[config.mk]
export PLATFORM = sky130hd
export DESIGN_NAME = instr_encode_loader
export DESIGN_NICKNAME = d
export VERILOG_FILES = /design/src/rtl/mips_isa_pkg.sv /design/src/rtl/instr_field_encoder.sv /design/src/rtl/instr_encode_loader.sv
export SDC_FILE = /design/constraint.sdc
export NUM_CORES = 1
export LEC_CHECK = 0
export BUFFER_PORTS_ARGS = -buffer_cell sky130_fd_sc_hd__buf_2
export CAP_MARGIN = 40
export CORE_AREA = 2 2 98 100
export CTS_CLUSTER_SIZE = 28
export DETAILED_ROUTE_END_ITERATION = 8
export DIE_AREA = 0 0 100 102
export GPL_ROUTABILITY_DRIVEN = 0
export HOLD_SLACK_MARGIN = 0.15
export PLACE_DENSITY = 0.72
export SYNTH_ARGS = -nofsm -noshare
export SYNTH_HDL_FRONTEND = slang
export SYNTH_SLANG_ARGS = --single-unit
[constraint.sdc]
create_clock -name clk -period 1.9 [get_ports clk]
set_input_delay 0.095 -clock clk [delete_from_list [all_inputs] [get_ports clk]]
set_output_delay 0.095 -clock clk [all_outputs]
set_load 0.005 [all_outputs]
[src/rtl/mips_isa_pkg.sv]
// rtl/mips_isa_pkg.sv - MIPS mnemonic enum and opcode/func constants
package mips_isa_pkg;

  typedef enum logic [3:0] {
    MN_ADD  = 4'd0,
    MN_SUB  = 4'd1,
    MN_AND  = 4'd2,
    MN_OR   = 4'd3,
    MN_SLT  = 4'd4,
    MN_JR   = 4'd5,
    MN_ADDI = 4'd6,
    MN_SLTI = 4'd7,
    MN_LW   = 4'd8,
    MN_SW   = 4'd9,
    MN_J    = 4'd10,
    MN_JAL  = 4'd11,
    MN_BEQ  = 4'd12,
    MN_BNE  = 4'd13
  } mnem_e;

  localparam logic [5:0] OP_RTYPE = 6'h00;
  localparam logic [5:0] OP_ADDI  = 6'h08;
  localparam logic [5:0] OP_SLTI  = 6'h0A;
  localparam logic [5:0] OP_LW    = 6'h23;
  localparam logic [5:0] OP_SW    = 6'h2B;
  localparam logic [5:0] OP_BEQ   = 6'h04;
  localparam logic [5:0] OP_BNE   = 6'h05;
  localparam logic [5:0] OP_J     = 6'h02;
  localparam logic [5:0] OP_JAL   = 6'h03;

  localparam logic [5:0] FN_ADD   = 6'h20;
  localparam logic [5:0] FN_SUB   = 6'h22;
  localparam logic [5:0] FN_AND   = 6'h24;
  localparam logic [5:0] FN_OR    = 6'h25;
  localparam logic [5:0] FN_SLT   = 6'h2A;
  localparam logic [5:0] FN_JR    = 6'h08;

  function automatic logic [31:0] pack_r(input logic [4:0] rs, input logic [4:0] rt,
                                         input logic [4:0] rd, input logic [5:0] fn);
    return {OP_RTYPE, rs, rt, rd, 5'h00, fn};
  endfunction

endpackage

[src/rtl/instr_field_encoder.sv]
// rtl/instr_field_encoder.sv - combinational packing of instruction fields into a word
import mips_isa_pkg::*;

module instr_field_encoder (
  input  logic [3:0]  mnem,
  input  logic [4:0]  rs,
  input  logic [4:0]  rt,
  input  logic [4:0]  rd,
  input  logic [15:0] imm,
  input  logic [25:0] target,
  output logic [31:0] word,
  output logic        illegal
);

  // Select the instruction format from the mnemonic; codes 14-15 are illegal
  always_comb begin
    word    = 32'h0;
    illegal = 1'b0;
    case (mnem)
      MN_ADD:  word = pack_r(rs, rt, rd, FN_ADD);
      MN_SUB:  word = pack_r(rs, rt, rd, FN_SUB);
      MN_AND:  word = pack_r(rs, rt, rd, FN_AND);
      MN_OR:   word = pack_r(rs, rt, rd, FN_OR);
      MN_SLT:  word = pack_r(rs, rt, rd, FN_SLT);
      MN_JR:   word = {OP_RTYPE, rs, 15'h0000, FN_JR};
      MN_ADDI: word = {OP_ADDI, rs, rt, imm};
      MN_SLTI: word = {OP_SLTI, rs, rt, imm};
      MN_LW:   word = {OP_LW, rs, rt, imm};
      MN_SW:   word = {OP_SW, rs, rt, imm};
      MN_BEQ:  word = {OP_BEQ, rs, rt, imm};
      MN_BNE:  word = {OP_BNE, rs, rt, imm};
      MN_J:    word = {OP_J, target};
      MN_JAL:  word = {OP_JAL, target};
      default: illegal = 1'b1;
    endcase
  end

endmodule

[src/rtl/instr_encode_loader.sv]
// rtl/instr_encode_loader.sv - encodes instructions and loads them into instruction memory
import mips_isa_pkg::*;

module instr_encode_loader #(
  parameter int          DEPTH     = 64,
  parameter logic [31:0] BASE_ADDR = 32'h0
) (
  input  logic                     clk,
  input  logic                     rst,
  input  logic                     start,
  input  logic                     finish,
  input  logic                     in_valid,
  output logic                     in_ready,
  input  logic [3:0]               mnem,
  input  logic [4:0]               rs,
  input  logic [4:0]               rt,
  input  logic [4:0]               rd,
  input  logic [15:0]              imm,
  input  logic [25:0]              target,
  output logic                     im_we,
  output logic [31:0]              im_addr,
  output logic [31:0]              im_wdata,
  output logic [$clog2(DEPTH):0]   count,
  output logic                     full,
  output logic                     done,
  output logic                     err
);

  localparam int CW = $clog2(DEPTH) + 1;
  localparam logic [CW-1:0] DEPTH_C = CW'(DEPTH);

  typedef enum logic [2:0] {
    ST_IDLE  = 3'd0,
    ST_LOAD  = 3'd1,
    ST_WRITE = 3'd2,
    ST_FULL  = 3'd3,
    ST_DONE  = 3'd4
  } state_e;

  state_e      state;
  logic        fin_pend;
  logic [31:0] enc_word;
  logic        enc_illegal;

  instr_field_encoder u_enc (
    .mnem    (mnem),
    .rs      (rs),
    .rt      (rt),
    .rd      (rd),
    .imm     (imm),
    .target  (target),
    .word    (enc_word),
    .illegal (enc_illegal)
  );

  // Status flags are pure decodes of the state register, so they change only on clock edges
  assign in_ready = (state == ST_LOAD);
  assign full     = (state == ST_FULL);
  assign done     = (state == ST_DONE);

  // Session FSM: accept, one-cycle write pulse, pointer/count advance, finish handling
  always_ff @(posedge clk) begin
    if (rst) begin
      state    <= ST_IDLE;
      im_we    <= 1'b0;
      im_addr  <= BASE_ADDR;
      im_wdata <= 32'h0;
      count    <= '0;
      err      <= 1'b0;
      fin_pend <= 1'b0;
    end else begin
      case (state)
        ST_IDLE, ST_DONE: begin
          if (start) begin
            state    <= ST_LOAD;
            count    <= '0;
            err      <= 1'b0;
            im_addr  <= BASE_ADDR;
            fin_pend <= 1'b0;
          end
        end
        ST_LOAD: begin
          if (in_valid && enc_illegal) begin
            // Illegal words are dropped; only the sticky error records them
            err <= 1'b1;
            if (finish) state <= ST_DONE;
          end else if (in_valid) begin
            im_wdata <= enc_word;
            im_we    <= 1'b1;
            fin_pend <= finish;
            state    <= ST_WRITE;
          end else if (finish) begin
            state <= ST_DONE;
          end
        end
        ST_WRITE: begin
          im_we    <= 1'b0;
          im_addr  <= im_addr + 32'd4;
          count    <= count + CW'(1);
          fin_pend <= 1'b0;
          // A pending finish takes priority over filling up on the last slot
          if (fin_pend || finish)             state <= ST_DONE;
          else if (count + CW'(1) == DEPTH_C) state <= ST_FULL;
          else                                state <= ST_LOAD;
        end
        ST_FULL: begin
          if (finish) state <= ST_DONE;
        end
        default: state <= ST_IDLE;
      endcase
    end
  end

endmodule

==> summary.log, run 1 <==
[status] outcome complete, no violations
[hold_path] Worst Hold Class in2reg
[pwr] Seq pwr share 48.4%
[logic_synthesis] sequential share of the synthesized area 36.0%
[pwr] switching pwr 0.954 mW
[detailed_routing] DRC violation count after routing 0
[logic_synthesis] flip-flop cell with the highest count after synthesis sky130_fd_sc_hd__dfxtp_1
[sta] final setup skew 0.0117 ns
[pwr] maximum vdd drop 0.000355 V
[detailed_routing] routed wire length 12400 um
[logic_synthesis] post-synthesis instance total 518
[logic_synthesis] cell area after synthesis 4120 um2
[pwr] Sw Ratio 28.3%
[detailed_routing] detailed-routing iteration count for the pre-antenna-repair pass 4
[worst_setup_path] Setup Crit Path Kind reg2reg
[worst_setup_path] Setup crit start kind flop
[sta] Setup TNS 0 ns
[sta] Highest Clock Rate 0.541 GHz
[global_routing] Overflow after GRT 0
[worst_setup_path] register-to-register path setup slack 0.05 ns
[place] placed wire-length estimate after detailed placement 8640 um
[logic_synthesis] cell with the most instances after synthesis sky130_fd_sc_hd__dfxtp_1
[global_routing] vias in the first global route 4257
[detailed_routing] via density per instance 5.77
[floorplanning] starting density of the core 45.2%
[floorplanning] row cnt 35
[layout] number of nets in the finished design 747
[logic_synthesis] number of warnings issued by yosys 0
[layout] Layout Area Growth over Synthesis 32.8%
[worst_setup_path] required arrival time at the worst endpoint 2.14 ns
[pwr] areal power density over the cells 615 nW/um2
[clocking] number of H-tree branching levels 3
[place] dpl ws 0.0858 ns
[pwr] internal power contribution 2.41 mW
[clocking] clock input transition at the sequential cells of the worst setup and hold paths 0.09 ns
[clocking] source-to-sink clock delay at the later pin of the worst-skew pair 0.34 ns
[logic_synthesis] top cell types by occurrence after synthesis sky130_fd_sc_hd__dfxtp_1 (74), sky130_fd_sc_hd__nor2_1 (67), sky130_fd_sc_hd__a21oi_1 (38)
[worst_setup_path] critical path arrival 2.09 ns
[detailed_routing] detailed-route via count 4581
[logic_synthesis] top cell type's share of synthesized area 36.0%
[place] standard cell area after detailed placement 5010 um2
[sta] number of setup violations in the final report 0
[layout] count of antenna diodes in the layout 0
[layout] Post-Layout Cell Count 794
[global_routing] maximum number of pins on one net before global-route repair 35
[detailed_routing] residual antenna-violating net count after detailed routing 0
[layout] share of cells above drive strength 1 31.2%
[place] placed cell count 755
[logic_synthesis] Synth async-reset ratio 0%
[flow_run] MaxCap Viol Count 0
[logic_synthesis] largest cells by area after synthesis sky130_fd_sc_hd__dfxtp_1 (36%), sky130_fd_sc_hd__nor2_1 (6.1%), sky130_fd_sc_hd__a21oi_1 (4.6%), sky130_fd_sc_hd__mux2_2 (4.4%), sky130_fd_sc_hd__nor3b_1 (3.5%)
[clocking] clock tree from TritonCTS yes
[sta] slew at the pin with the worst max-slew slack 0.632 ns
[floorplanning] Die H 102 um
[global_routing] first-pass GRT wire length 19800 um
[clocking] clock sink total 74
[worst_setup_path] maximum fanout along the worst path 11
[global_routing] global-route usage over all layers 23.7%
[clocking] buffer depth of the longest clock path 2
[detailed_routing] number of violations reported at the end of detailed-routing iteration 0 174
[sta] worst hold slack 0.160 ns
[sta] portion of the clock cycle consumed by the worst path in the final layout 97.3%
[place] count of port buffers added during placement 138
[clocking] number of CTS-inserted buffers 9
[sta] shortest period the worst path allows 1.85 ns
[floorplanning] Boundary Pins 142
[logic_synthesis] average cell area after synthesis 7.95 um2
[sta] worst rel slew slack 57.7%
[pwr] leakage power 2.29 nW
[logic_synthesis] post-synthesis cell type count 59
[worst_setup_path] capturing element type of the critical path flop
[layout] post-route cell area 5470 um2
[global_routing] antenna violations before repair 0
[detailed_routing] detail-routed net length per standard cell 15.6 um
[floorplanning] Horiz. Die Dim 100 um
[clocking] Post-CTS Setup Bufs 0
[sta] slack of the critical path 0.0519 ns
[pwr] Clk network pwr share 33.8%
[logic_synthesis] number of synthesized register bits 74
[floorplanning] placeable core region 9110 um2
[clocking] Clock Root Buffer sky130_fd_sc_hd__clkbuf_8
[logic_synthesis] library cell occupying the most area in the post-synthesis netlist sky130_fd_sc_hd__dfxtp_1
[sta] Final Hold Viols 0
[pwr] portion of total power attributed to combinational logic 17.8%
[sta] number of pins exceeding their max-slew limit in the final report 0
[logic_synthesis] number of flops mapped to enable cells by yosys 0
[floorplanning] die area 10200 um2
-- cell type report --
| class | count | area (um2) |
|---|---|---|
| Sequential cell | 74 | 1480 |
| Clock inverter | 4 | 27.5 |
| Inverter | 11 | 41.3 |
| Multi-Input combinational cell | 391 | 2470 |
| Tap cell | 111 | 139 |
| Fill cell | 848 | 3640 |
| Clock buffer | 11 | 151 |
| Timing Repair Buffer | 192 | 1160 |
-- cells by family after synthesis --
kind of cell / Yosys count / share of synthesized area (%)
multiplexers: 21 / 5.59
XOR/XNOR: 1 / 0.213
flip-flops: 74 / 36.0
other: 1 / 0.0910
adder cells (fa/ha/maj): 3 / 0.850
AND/OR/NAND/NOR: 232 / 30.1
AO/OA/AOI/OAI: 131 / 21.7
buffers and inverters: 55 / 5.50
-- power groups by stage --
stage / combinational, mW / clock [mW] / sequential (mW)
global placement: 0.535 / 0 / 1.66
detailed placement: 0.547 / 0 / 1.66
CTS: 0.585 / 1.17 / 1.63
floorplan: 0.315 / 0 / 1.67
finish: 0.600 / 1.14 / 1.63
global route: 0.664 / 1.22 / 1.63
-- final timing paths --
kind	depth (start not counted)	from	to
setup / recovery	4	state[0]$_SDFFE_PP0P_	im_addr[23]$_SDFFE_PP0P_
hold / removal	4	target[6]	im_wdata[6]$_SDFFE_PP0P_
setup reg to reg	4	state[0]$_SDFFE_PP0P_	im_addr[23]$_SDFFE_PP0P_
hold reg to reg	2	im_wdata[19]$_SDFFE_PP0P_	im_wdata[19]$_SDFFE_PP0P_
-- routing by layer --
metal | wire length, um | track usage, %
met1 | 5210 | 28.3
met2 | 6090 | 42.3
met3 | 927 | 5.20
met4 | 162 | 8.32
met5 | 0 | 0
-- sequential cells by signal, indices dropped and copies added (netlist names) --
name and count:
count 7, im_wdata 31, im_we 1, err 1
state 3, fin_pend 1, im_addr 30
-- worst max-delay path, cell delays in order, from the launching register on --
cell and delay (ns):
sky130_fd_sc_hd__dfxtp_2 0.32, sky130_fd_sc_hd__or3b_1 0.38, sky130_fd_sc_hd__or3_4 0.46, sky130_fd_sc_hd__nor4_2 0.22, sky130_fd_sc_hd__mux2_2 0.37
-- timing repair --
action,in CTS,in global routing
endpoints found under the hold margin,27,0
setup endpoints to repair,0,13
hold buffers,24,0
resized for setup,0,6
-- cell usage in the layout, fill, tap and decap left out, types with 12 or more instances in the layout --
| cell type | synthesis | layout |
|---|---|---|
| sky130_fd_sc_hd__buf_2 | 1 | 138 |
| sky130_fd_sc_hd__dfxtp_1 | 74 | 73 |
| sky130_fd_sc_hd__nor2_1 | 67 | 65 |
| sky130_fd_sc_hd__a21oi_1 | 38 | 38 |
| sky130_fd_sc_hd__nand2_1 | 32 | 32 |
| sky130_fd_sc_hd__buf_4 | 3 | 30 |
| sky130_fd_sc_hd__nor3_1 | 26 | 24 |
| sky130_fd_sc_hd__dlygate4sd3_1 | 0 | 24 |
| sky130_fd_sc_hd__nor3b_1 | 19 | 19 |
| sky130_fd_sc_hd__a211oi_1 | 17 | 17 |
| sky130_fd_sc_hd__nand4_1 | 16 | 16 |
| sky130_fd_sc_hd__mux2_2 | 16 | 16 |
| sky130_fd_sc_hd__o21ai_0 | 13 | 13 |
| sky130_fd_sc_hd__a221oi_1 | 12 | 12 |
-- metrics by stage --
step	utilization, %	total power, mW
5_1_grt	60.0	3.52
2_1_floorplan	-	1.99
4_1_cts	59.6	3.38
3_5_place_dp	55.0	2.21
6_report	60.0	3.37
3_3_place_gp	55.0	2.20
Note: power is estimated with default switching activity, not from simulation.
==> run 2: changes to the inputs <==
- CELL_PAD_IN_SITES_DETAIL_PLACEMENT: default -> 0
- CELL_PAD_IN_SITES_GLOBAL_PLACEMENT: default -> 2
- CORE_AREA: 2 2 98 100 -> 2 2 101 175
- DIE_AREA: 0 0 100 102 -> 0 0 103 177
- PLACE_DENSITY: 0.72 -> 0.7
- RECOVER_POWER: default -> 100
==> run 2 against run 1 <==
Compared with the run above: design area increased by 3.5%; sequential power barely moved; sequential share of layout area shrank 0.93 points; largest power group is now clock; maximum frequency up 3.3%; via count up 0.85%; power up 18%; hold slack gained 0.0034 ns; setup slack better by 0.059 ns; critical endpoint is now im_addr[29]$_SDFFE_PP0P_; first-iteration DRC count is 6.9% lower; non-clock buffer count rose by 7; die area is 79% higher; clock skew down 0.0033 ns.
==> summary.log, run 2 (synthesis results as in run 1) <==
[layout] post-route cell area 5660 um2
[sta] final setup skew 0.00843 ns
[pwr] leakage power 2.16 nW
[worst_setup_path] Setup crit start kind flop
[sta] RSZ-0062 raised after global routing false
[layout] Regs by FF count im_wdata: 31 flops, im_addr: 30 flops, count: 7 flops
[clocking] Clock Root Buffer sky130_fd_sc_hd__clkbuf_16
[detailed_routing] residual antenna-violating net count after detailed routing 0
[place] standard cell area after detailed placement 5270 um2
[sta] number of pins exceeding their max-slew limit in the final report 0
[sta] Setup TNS 0 ns
[pwr] maximum vdd drop 0.000463 V
[clocking] clock sink total 74
[worst_setup_path] Setup Crit Path Kind reg2reg
[layout] highest-count cells in the layout ignoring fill and taps sky130_fd_sc_hd__buf_2 (97), sky130_fd_sc_hd__dfxtp_1 (73), sky130_fd_sc_hd__nor2_1 (65), sky130_fd_sc_hd__clkbuf_1 (54), sky130_fd_sc_hd__a21oi_1 (38)
[layout] count of antenna diodes in the layout 0
[floorplanning] Die H 177 um
[layout] share of cells above drive strength 1 24.5%
[floorplanning] starting density of the core 24.4%
[clocking] number of CTS-inserted buffers 9
[clocking] number of H-tree branching levels 3
[pwr] Sw Ratio 26.8%
[layout] most common library cell in the layout ignoring fill and taps sky130_fd_sc_hd__buf_2
[worst_setup_path] startpoint of the most critical register-to-register path im_addr[4]$_SDFFE_PP0P_
[global_routing] vias in the first global route 4566
[hold_path] Worst Hold Class in2reg
[layout] final core area utilization 33.6%
[worst_setup_path] capturing element type of the critical path flop
[sta] shortest period the worst path allows 1.79 ns
[layout] largest reg by FF count im_wdata
[layout] number of nets in the finished design 754
[floorplanning] row cnt 63
[detailed_routing] via density per instance 5.04
[status] outcome complete, no violations
[floorplanning] Boundary Pins 142
[floorplanning] Horiz. Die Dim 103 um
[global_routing] maximum number of pins on one net before global-route repair 41
[detailed_routing] routed wire length 14900 um
[place] placed wire-length estimate after detailed placement 11200 um
[layout] Layout Area Growth over Synthesis 37.5%
[detailed_routing] detail-routed net length per standard cell 16.2 um
[sta] slew at the pin with the worst max-slew slack 0.750 ns
[flow_run] MaxCap Viol Count 0
[hold_path] Hold Crit Start rt[2]
[clocking] clock tree from TritonCTS yes
[detailed_routing] detailed-route via count 4620
[sta] Highest Clock Rate 0.559 GHz
[detailed_routing] number of violations reported at the end of detailed-routing iteration 0 162
[worst_setup_path] r2r worst-path depth 5
[global_routing] first-pass GRT wire length 23300 um
[layout] number of flip-flops in the largest register 31
[global_routing] antenna violations before repair 0
[clocking] source-to-sink clock delay at the later pin of the worst-skew pair 0.34 ns
[pwr] Seq pwr share 41.1%
[pwr] Clk network pwr share 43.7%
[clocking] Post-CTS Setup Bufs 0
[pwr] areal power density over the cells 701 nW/um2
[clocking] buffer depth of the longest clock path 2
[sta] portion of the clock cycle consumed by the worst path in the final layout 94.2%
[hold_path] Worst Hold End im_wdata[18]$_SDFFE_PP0P_
[worst_setup_path] Critical R2R Capture im_addr[29]$_SDFFE_PP0P_
[worst_setup_path] required arrival time at the worst endpoint 2.11 ns
[sta] Final Hold Viols 0
[place] count of port buffers added during placement 138
[detailed_routing] detailed-routing iteration count for the pre-antenna-repair pass 4
[hold_path] number of cells on the worst hold path 4
[clocking] clock input transition at the sequential cells of the worst setup and hold paths 0.06 ns
[detailed_routing] DRC violation count after routing 0
[worst_setup_path] maximum fanout along the worst path 6
[floorplanning] placeable core region 16900 um2
[worst_setup_path] register-to-register path setup slack 0.11 ns
[pwr] portion of total power attributed to combinational logic 15.2%
[pwr] internal power contribution 2.91 mW
[sta] number of setup violations in the final report 0
[worst_setup_path] critical path arrival 2.00 ns
[floorplanning] die area 18200 um2
[pwr] switching pwr 1.06 mW
[sta] worst rel slew slack 50.0%
[global_routing] Overflow after GRT 0
[global_routing] global-route usage over all layers 16.4%
## run 2: worst max-delay path: stages, from the launching register on
cell and delay (ns):
sky130_fd_sc_hd__dfxtp_1 0.32, sky130_fd_sc_hd__clkbuf_1 0.28, sky130_fd_sc_hd__nand4_1 0.13, sky130_fd_sc_hd__nor4_1 0.59
sky130_fd_sc_hd__a311o_1 0.27, sky130_fd_sc_hd__o211ai_1 0.08
## run 2: worst max-delay path by stage
stage	startpoint	to	cells after the start
after global routing	im_addr[15]$_SDFFE_PP0P_	im_addr[29]$_SDFFE_PP0P_	5
after CTS	state[2]$_SDFFE_PP0P_	im_addr[31]$_SDFFE_PP0P_	5
final	im_addr[4]$_SDFFE_PP0P_	im_addr[29]$_SDFFE_PP0P_	5
after floorplan	state[0]$_SDFFE_PP0P_	im_addr[21]$_SDFFE_PP0P_	6
after global placement	state[0]$_SDFFE_PP0P_	im_addr[23]$_SDFFE_PP0P_	4
after detailed placement	state[0]$_SDFFE_PP0P_	im_addr[31]$_SDFFE_PP0P_	5
## run 2: power by group through the flow
stage / Combinational [mW] / Sequential, mW / Clock, mW
2_1_floorplan: 0.315 / 1.67 / 0
3_3_place_gp: 0.580 / 1.66 / 0
3_5_place_dp: 0.586 / 1.67 / 0
4_1_cts: 0.619 / 1.63 / 1.80
5_1_grt: 0.669 / 1.64 / 1.86
6_report: 0.603 / 1.63 / 1.74
## run 2: through the flow
step                      setup WS [ns]  hold slack, ns  power [mW]  std cells
after floorplan                 -0.0429           0.261        1.99        520
after global placement           0.0814           0.389        2.24        883
after detailed placement         0.0683           0.398        2.25        883
after CTS                        0.0535           0.152        4.05        917
after global routing            0.00511           0.188        4.17        917
final                             0.111           0.163        3.97        917
## run 2: final cells by class
cell class,instances,area (um2)
clock inverters,5,55.1
flip-flops and latches,74,1480
clock buffers,10,239
repair buffers,199,1100
fillers,1878,11200
inverters,11,41.3
well taps,227,284
multi-input cells,391,2460
## run 2: metal layers
metal / GRT usage [%] / vias up / routed length (um)
met5: 0 / - / 0
met4: 5.37 / 0 / 231
met3: 3.63 / 12 / 817
met2: 31.2 / 145 / 8280
met1: 17.1 / 2197 / 5530
li1: - / 2266 / -
## run 2: what timing repair did
action,4_1_cts,5_1_grt
endpoints found under the hold margin,20,0
gates resized for setup,0,6
endpoints found under the setup margin,0,22
hold buffers,19,0
==> run 3: changes to the inputs <==
- CORE_AREA: 2 2 101 175 -> 2 2 92 161
- DIE_AREA: 0 0 103 177 -> 0 0 94 163
- MAX_ROUTING_LAYER: default -> met4
- PLACE_DENSITY: 0.7 -> 0.89
- clock period: 1.9 -> 2.1 ns (I/O delays scaled with it)
==> run 3 against run 2 <==
Compared with the run above: register-to-register slack better by 0.05 ns; die area fell by 16%; critical path depth is the same; highest routed layer unchanged.
==> summary.log, run 3 (synthesis results as in run 1) <==
[pwr] maximum vdd drop 0.000413 V
[layout] final core area utilization 38.7%
[place] dpl ws 0.215 ns
[sta] portion of the clock cycle consumed by the worst path in the final layout 92.4%
[status] outcome complete, no violations
[pwr] areal power density over the cells 643 nW/um2
[layout] most common library cell in the layout ignoring fill and taps sky130_fd_sc_hd__buf_2
[layout] Regs by FF count im_wdata: 31 flops, im_addr: 30 flops, count: 7 flops
[worst_setup_path] maximum fanout along the worst path 16
[global_routing] global-route usage over all layers 18.7%
[detailed_routing] WL met1 5060 um
[flow_run] MaxCap Viol Count 0
[global_routing] first-pass GRT wire length 22100 um
[worst_setup_path] capturing element type of the critical path flop
[worst_setup_path] register-to-register path setup slack 0.16 ns
[floorplanning] die area 15300 um2
[hold_path] number of cells on the worst hold path 3
[detailed_routing] detailed-routing iteration count for the pre-antenna-repair pass 4
[detailed_routing] DR WL met3 576 um
[hold_path] Worst Hold Class in2reg
[worst_setup_path] Critical R2R Capture im_addr[31]$_SDFFE_PP0P_
[worst_setup_path] critical path arrival 2.16 ns
[pwr] leakage power 2.12 nW
[floorplanning] Horiz. Die Dim 94 um
[detailed_routing] number of violations reported at the end of detailed-routing iteration 0 169
[detailed_routing] Highest Signal Layer met4
[detailed_routing] detailed-route via count 4597
[sta] Highest Clock Rate 0.515 GHz
[global_routing] antenna violations before repair 0
[clocking] Clock Root Buffer sky130_fd_sc_hd__clkbuf_16
[detailed_routing] residual antenna-violating net count after detailed routing 0
[layout] largest reg by FF count im_wdata
[clocking] number of CTS-inserted buffers 9
[sta] final setup skew 0.00737 ns
[sta] Final Hold Viols 0
[sta] number of pins exceeding their max-slew limit in the final report 0
[floorplanning] row cnt 58
[detailed_routing] met2 layer wire length in the routed design 7690 um
[sta] slew at the pin with the worst max-slew slack 0.674 ns
[hold_path] Worst Hold End fin_pend$_SDFFE_PP0P_
[floorplanning] placeable core region 14200 um2
[detailed_routing] routed wire length 13700 um
[layout] number of nets in the finished design 739
[place] count of port buffers added during placement 138
[worst_setup_path] Setup Crit Path Kind reg2reg
[global_routing] vias in the first global route 4501
[clocking] buffer depth of the longest clock path 2
[layout] Layout Area Growth over Synthesis 32.9%
[detailed_routing] via density per instance 5.38
[clocking] clock sink total 74
[sta] number of setup violations in the final report 0
[sta] shortest period the worst path allows 1.94 ns
[clocking] clock tree from TritonCTS yes
[floorplanning] Die H 163 um
[clocking] post-CTS sizing 0
[hold_path] Hold Crit Start start
[layout] share of cells above drive strength 1 23.1%
[global_routing] Overflow after GRT 0
[sta] Setup TNS 0 ns
[sta] worst rel slew slack 54.9%
[floorplanning] Boundary Pins 142
[sta] slack of the critical path 0.159 ns
[worst_setup_path] Setup crit start kind flop
[clocking] number of H-tree branching levels 3
[clocking] clock input transition at the sequential cells of the worst setup and hold paths 0.06 ns
[layout] highest-count cells in the layout ignoring fill and taps sky130_fd_sc_hd__buf_2 (100), sky130_fd_sc_hd__dfxtp_1 (74), sky130_fd_sc_hd__nor2_1 (67), sky130_fd_sc_hd__clkbuf_1 (44), sky130_fd_sc_hd__a21oi_1 (38)
[place] placed wire-length estimate after detailed placement 10200 um
[layout] number of flip-flops in the largest register 31
[global_routing] maximum number of pins on one net before global-route repair 32
[layout] count of antenna diodes in the layout 0
[worst_setup_path] startpoint of the most critical register-to-register path state[1]$_SDFFE_PP0P_
[detailed_routing] DRC violation count after routing 0
[sta] RSZ-0062 raised after global routing false
[clocking] source-to-sink clock delay at the later pin of the worst-skew pair 0.33 ns
[worst_setup_path] required arrival time at the worst endpoint 2.31 ns
[detailed_routing] detail-routed net length per standard cell 16.0 um
[pwr] total design power 3.52 mW
[floorplanning] starting density of the core 29.1%
[worst_setup_path] r2r worst-path depth 5
[clocking] Post-CTS Setup Bufs 0
## run 3: cell count changes in the layout (fill, tap and decap cells not counted), sizes merged
cell	before	now
clkbuf	68	56
buf	122	119
clkinv	2	3
clkinvlp	2	1
## run 3: layout make-up
| cell class | count | area [um2] |
|---|---|---|
| fillers | 1546 | 8680 |
| clock inverters | 5 | 56.3 |
| flip-flops and latches | 74 | 1480 |
| clock buffers | 10 | 229 |
| repair buffers | 184 | 1020 |
| multi-input cells | 391 | 2420 |
| inverters | 11 | 41.3 |
| well taps | 180 | 225 |
## run 3: how the worst max path moves through the flow
stage / depth (start not counted) / start / slack (ns) / endpoint
after detailed placement: 4 / state[1]$_SDFFE_PP0P_ / 0.22 / im_addr[21]$_SDFFE_PP0P_
after global placement: 6 / im_addr[3]$_SDFFE_PP0P_ / 0.26 / im_addr[30]$_SDFFE_PP0P_
final: 5 / state[1]$_SDFFE_PP0P_ / 0.16 / im_addr[31]$_SDFFE_PP0P_
after floorplan: 6 / state[0]$_SDFFE_PP0P_ / 0.10 / im_addr[21]$_SDFFE_PP0P_
after global routing: 6 / state[1]$_SDFFE_PP0P_ / 0.03 / im_wdata[3]$_SDFFE_PP0P_
after CTS: 4 / state[1]$_SDFFE_PP0P_ / 0.21 / im_addr[21]$_SDFFE_PP0P_
## run 3: metrics by stage
step | cells | area, um2 | hold WS [ns]
detailed placement | 821 | 5070 | 0.411
global route | 855 | 5470 | 0.181
floorplan | 520 | 4130 | 0.271
finish | 855 | 5470 | 0.167
global placement | 821 | 5070 | 0.403
CTS | 855 | 5550 | 0.158
## run 3: what timing repair did
action / CTS / global route
hold buffers: 19 / 0
hold endpoints to repair: 20 / 0
setup endpoints to repair: 0 / 0
## run 3: power breakdown
group          switching (mW)  internal (mW)
Sequential             0.0250           1.45
Clock                   0.596          0.912
Combinational           0.302          0.233
## run 3: metal layers
layer | GRT usage (%) | vias up
li1 | - | 2244
met1 | 18.9 | 2196
met2 | 34.7 | 133
met3 | 3.66 | 24
met4 | 6.98 | 0
met5 | - | -
## run 3: critical path, cell delays in order, from the launching register on
cell                       delay, ns
sky130_fd_sc_hd__dfxtp_1        0.33
sky130_fd_sc_hd__or3b_1         0.38
sky130_fd_sc_hd__clkbuf_2       0.27
sky130_fd_sc_hd__nor3_1         0.39
sky130_fd_sc_hd__nand4_1        0.15
sky130_fd_sc_hd__mux2_2         0.30
